<file path="config.mk">
export PLATFORM = sky130hd
export DESIGN_NAME = victim_way_select
export DESIGN_NICKNAME = d
export VERILOG_FILES = /design/src/rtl/victim_way_select_pkg.sv /design/src/rtl/plru_tree_pick.sv /design/src/rtl/victim_way_select.sv
export SDC_FILE = /design/constraint.sdc
export NUM_CORES = 1
export LEC_CHECK = 0
export ABC_AREA = 1
export CORE_MARGIN = 2
export CORE_UTILIZATION = 61
export DETAILED_ROUTE_END_ITERATION = 7
export PLACE_DENSITY = 0.84
export SLEW_MARGIN = 10
export SYNTH_ARGS = -nofsm -noshare
export SYNTH_HDL_FRONTEND = slang
export SYNTH_HIERARCHICAL = 1
export SYNTH_SLANG_ARGS = --single-unit
</file>
<file path="constraint.sdc">
create_clock -name clk -period 4.2 [get_ports clk]
set_clock_uncertainty 0.15 [all_clocks]
set_input_delay 1.05 -clock clk [delete_from_list [all_inputs] [get_ports clk]]
set_output_delay 1.05 -clock clk [all_outputs]
set_load 0.01 [all_outputs]
</file>
<file path="src/rtl/victim_way_select_pkg.sv">
// Shared definitions for the replacement-victim selector: default geometry,
// PLRU sizing helper and the victim-source encoding.
package victim_way_select_pkg;

  localparam int unsigned DEFAULT_WAYS = 4;
  localparam int unsigned DEFAULT_SETS = 64;

  typedef enum logic [1:0] {
    SrcPlru,
    SrcInvalid,
    SrcClean
  } victim_src_e;

  // A binary tree over WAYS leaves has WAYS-1 internal nodes.
  function automatic int unsigned plru_bits(input int unsigned ways);
    return ways - 1;
  endfunction

endpackage

</file>
<file path="src/rtl/plru_tree_pick.sv">
// Combinational tree pseudo-LRU helper: walks one set's PLRU bits to the victim
// way, and computes that set's next bits for an access to touch_way.
module plru_tree_pick
  import victim_way_select_pkg::*;
#(
  parameter int unsigned WAYS      = DEFAULT_WAYS,
  parameter int unsigned WAY_W     = $clog2(WAYS),
  parameter int unsigned PLRU_BITS = plru_bits(WAYS)
) (
  input  logic [PLRU_BITS-1:0] plru,
  input  logic [WAY_W-1:0]     touch_way,
  output logic [WAY_W-1:0]     pick_way,
  output logic [PLRU_BITS-1:0] next_plru
);

  // Heap-ordered walk: each node bit selects the half holding the victim,
  // MSB of the way number first.
  always_comb begin
    int   node;
    logic bit_v;
    pick_way = '0;
    node     = 0;
    for (int l = 0; l < int'(WAY_W); l++) begin
      bit_v = 1'b0;
      for (int k = 0; k < int'(PLRU_BITS); k++) begin
        if (node == k) bit_v = plru[k];
      end
      pick_way = (pick_way << 1) | WAY_W'(bit_v);
      node     = 2 * node + 1 + int'(bit_v);
    end
  end

  always_comb begin
    int               node;
    logic             dir;
    logic [WAY_W-1:0] way;
    next_plru = plru;
    way       = touch_way;
    node      = 0;
    for (int l = 0; l < int'(WAY_W); l++) begin
      dir = way[WAY_W-1];
      way = way << 1;
      for (int k = 0; k < int'(PLRU_BITS); k++) begin
        if (node == k) next_plru[k] = ~dir;
      end
      node = 2 * node + 1 + int'(dir);
    end
  end

endmodule

</file>
<file path="src/rtl/victim_way_select.sv">
// N-way replacement-victim selector: per-set tree PLRU state plus invalid/clean
// priority, answering one registered lookup per cycle.
module victim_way_select
  import victim_way_select_pkg::*;
#(
  parameter int unsigned WAYS         = DEFAULT_WAYS,
  parameter int unsigned SETS         = DEFAULT_SETS,
  parameter int unsigned IDX_W        = $clog2(SETS),
  parameter int unsigned WAY_W        = $clog2(WAYS),
  parameter bit          PREFER_CLEAN = 1'b1
) (
  input  logic             clk,
  input  logic             rst,
  input  logic             enable,
  input  logic             lookup,
  input  logic [IDX_W-1:0] lookup_idx,
  input  logic [WAYS-1:0]  valid,
  input  logic [WAYS-1:0]  dirty,
  input  logic             touch,
  input  logic [IDX_W-1:0] touch_idx,
  input  logic [WAY_W-1:0] touch_way,
  output logic [WAY_W-1:0] victim,
  output logic             victim_ok
);

  localparam int unsigned PLRU_BITS = plru_bits(WAYS);

  logic [PLRU_BITS-1:0] plru_q [SETS];
  logic [WAY_W-1:0]     victim_q;
  logic                 victim_ok_q;

  logic [WAY_W-1:0]     plru_way, touch_pick, inv_way, clean_way, sel_way;
  logic [PLRU_BITS-1:0] lookup_next, touch_next;
  logic                 any_inv, any_clean;
  victim_src_e          src;
  logic                 unused_pick;

  plru_tree_pick #(
    .WAYS      (WAYS),
    .WAY_W     (WAY_W),
    .PLRU_BITS (PLRU_BITS)
  ) u_lookup_tree (
    .plru      (plru_q[lookup_idx]),
    .touch_way (touch_way),
    .pick_way  (plru_way),
    .next_plru (lookup_next)
  );

  plru_tree_pick #(
    .WAYS      (WAYS),
    .WAY_W     (WAY_W),
    .PLRU_BITS (PLRU_BITS)
  ) u_touch_tree (
    .plru      (plru_q[touch_idx]),
    .touch_way (touch_way),
    .pick_way  (touch_pick),
    .next_plru (touch_next)
  );

  // Each instance only feeds one of its two results into this level.
  assign unused_pick = ^{touch_pick, lookup_next};

  assign any_inv   = ~&valid;
  assign any_clean = ~&dirty;

  // Scan high to low so the lowest qualifying way wins.
  always_comb begin
    inv_way   = '0;
    clean_way = '0;
    for (int i = int'(WAYS) - 1; i >= 0; i--) begin
      if (!valid[i]) inv_way = WAY_W'(i);
      if (!dirty[i]) clean_way = WAY_W'(i);
    end
  end

  always_comb begin
    src = SrcPlru;
    if (any_inv) begin
      src = SrcInvalid;
    end else if (PREFER_CLEAN && dirty[plru_way] && any_clean) begin
      src = SrcClean;
    end
  end

  always_comb begin
    sel_way = plru_way;
    unique case (src)
      SrcInvalid: sel_way = inv_way;
      SrcClean:   sel_way = clean_way;
      default:    sel_way = plru_way;
    endcase
  end

  // Lookup reads pre-touch state; a same-set touch commits at this same edge.
  always_ff @(posedge clk) begin
    if (rst) begin
      victim_q    <= '0;
      victim_ok_q <= 1'b0;
      for (int s = 0; s < int'(SETS); s++) begin
        plru_q[s] <= '0;
      end
    end else begin
      victim_ok_q <= enable & lookup;
      if (enable && lookup) victim_q <= sel_way;
      if (enable && touch) plru_q[touch_idx] <= touch_next;
    end
  end

  assign victim    = victim_q;
  assign victim_ok = victim_ok_q;

endmodule

</file>
==> summary.md <==
For this block, the via count after detailed routing is 10,300. Once placement finished, the instance area stood at 11,500 sq um. The longest clock path from root to sink contains 2 buffers. Final count of hold timing violations: 0.

The run gives 9,618 as the via count of the first global-routing pass. Clock-pin slew was measured on the worst setup and hold paths at 70 ps. The core area came out at 17,900 sq um.

After detailed routing, the number of vias per cell comes to 6.21. TritonCTS built the clock tree. The number of antenna diodes in the final layout is 0. The first routing iteration left 1,594 violations. The setup slack of the worst register-to-register path was 1650 ps. The leakage power was 5.14 nW.

Pin placement for this block handled 30 I/O pins. On the worst path, the slowest cell contributes a delay of 490 ps. The signed area change from the synthesized netlist to the final layout works out to 9.65%. The post-route non-filler standard cell count is 1,664. The cell that appears most often on the critical path is nand2_1.

The tools report the buffer type at the clock tree root as clkbuf_16. In this run the tool buffered the top-level ports with 29 buffer cells. The first detailed-routing pass ran for 7 iterations. The run gives 0 as the max-capacitance violation count.

For this run, design rule violations remaining after detail routing come to 0. The routed wire length per instance came out at 18.8 um. The worst-case IR drop observed on VDD is 0.000322 V. For the pin with the worst max-slew slack, the measured transition is 876 ps.

The number of warnings issued by yosys was 6. Setup violations remaining at the end of the flow were counted as 0. The tools report the clock buffer count from CTS as 17. The net count of the finished layout is 1,449. Post-route clock period utilization: 0.851. The power density normalized to cell area came out at 377 nW/um^2. The number of nets in the synthesized netlist is 1,479. In this run the worst hold path is classified as reg2reg. The average cell area after synthesis works out to 7.62 sq um.

The congestion estimate from routability-driven global placement came to 0.933. The maximum number of pins on one net before global-route repair is 97, and the global-route wire length before repair is 48,700 um. The fraction of layout cells with a size suffix above 1 works out to 0.0627.

Initial antenna violation count: 0. The logs give 450 ps for the clock latency on the worst-skew pair and 31,300 um for the total routed wirelength. The run finished with clean final reports. Timing analysis after detailed placement gives a worst setup slack of 259 ps. The tools report the worst hold margin as 414 ps. Detailed placement ended at an HPWL of 19,000 um.

In this run, placement finished with an instance count of 1,632. The run gives 0.322 as the global router's overall resource usage. The count of final max-slew check failures was 0; the number of instances in the synthesized netlist was 1,452. For the worst setup path, the data required time is 4390 ps. The die span in x was 139 um. The post-cts repair resize count is 0.

For the final critical-path setup slack, the log shows 624 ps. The routed design could run at a clock period as short as 3580 ps. Setup repair after global routing left no endpoint under its margin.

The mapped netlist covers 11,100 sq um. The critical path class is in2reg. On the critical path, the stage with the largest delay is an instance of clkdlybuf4s50_1. Traced cell by cell, the critical path runs through clkdlybuf4s50_1 > buf_4 > nand3_1 > nand2_1 > nand2_1 > nand3_1 > nand3_1 > nand2_1 > inv_1 > nand2_1 > nand2_1 > inv_1 > nor2_1 > o21ai_0 > o21ai_0 > nand3_1 > nand3_1 > nand2_1 > inv_1. The tools report the number of nets with antenna violations after detailed routing as 0. Largest fanout on the critical path: 24.

Max-slew headroom at the worst pin: 0.416. In this run, post-CTS hold repair placed 0 buffers. After routing the design area is 12,100 sq um. The H-tree depth reported by CTS is 4. For the buffer count from post-CTS setup fixing, the log shows 0.

Data on the critical path arrives at its endpoint at 3770 ps. Measured along the y axis, the die boundary spans 139 um. The initial standard-cell utilization of the core is 0.618.

The kind of start point of the critical path is a primary input. The floorplan has 49 rows. The post-route setup TNS was 0 ps; the global-route congestion overflow total was 0. The tools report the TritonCTS sink count as 195.

For the number of fill cells, the log shows 1,409. The floorplan step defined a die boundary enclosing 19,200 sq um. The tools report the capturing element type of the critical path as a flop.

Static timing analysis puts the maximum clock frequency at 280 MHz.
## layout make-up
type / count / area, sq um / share of cell area
inverters: 27 / 101 / 0.00835
multi-input cells: 1121 / 4670 / 0.385
flip-flops and latches: 195 / 5830 / 0.480
well taps: 229 / 287 / 0.0236
clock inverters: 14 / 199 / 0.0164
repair buffers: 60 / 616 / 0.0507
clock buffers: 18 / 429 / 0.0354
## layout by cell type, fill, tap and decap left out, types with 2 or more instances in the layout
master / n
o21ai_0: 16
nand3_1: 167
clkdlybuf4s50_1: 25
buf_2: 4
nor3_2: 3
nand4_1: 6
edfxtp_1: 192
nand2_1: 678
dfxtp_1: 3
a21oi_1: 24
nor2_1: 205
buf_4: 22
clkinv_2: 2
inv_1: 17
clkbuf_16: 17
inv_6: 3
bufinv_16: 4
buf_12: 9
inv_2: 10
nor4_4: 7
nor4_2: 3
nor3_1: 9
clkinvlp_4: 3
## power by group
group          internal, mW  switching [mW]  total (mW)
sequential             2.21          0.0367        2.24
clock                  1.00           0.740        1.75
combinational         0.162           0.416       0.578
## state kept, by name, summed over array words and instances, names as in the netlist
name,cells
victim,2
victim_ok,1
plru_q,192
## routing by layer
layer | vias up | part of all wire | GRT usage | wire (um)
met4 | 0 | 0.043 | 0.160 | 1350
met1 | 4708 | 0.36 | 0.407 | 11300
met5 | - | 0 | 0 | 0
met3 | 145 | 0.12 | 0.0639 | 3760
li1 | 4668 | - | - | -
met2 | 805 | 0.48 | 0.535 | 14900
## path summary, 6_finish.rpt
path / end / cells past startpoint / from
worst max-delay path: victim[0] / 19 / lookup_idx[2]
worst min-delay path: victim[1] / 2 / victim[1]
worst max register to register: victim[0] / 18 / plru_q[27][2]
worst min register to register: victim[1] / 2 / victim[1]
## worst max-delay path, delay by kind of cell
| family | cells | cell delay (ps) |
|---|---|---|
| AOI/OAI and AO/OA | 2 | 470 |
| buffers and inverters | 5 | 1050 |
| and+or+nand+nor | 12 | 1200 |
## metrics by stage
step                total power, mW   util
floorplan                      2.64      -
detailed placement             2.84  0.643
finish                         4.57  0.678
global route                   4.69  0.678
global placement               2.83  0.643
CTS                            4.55  0.678
(Power assumes the default switching activity.)
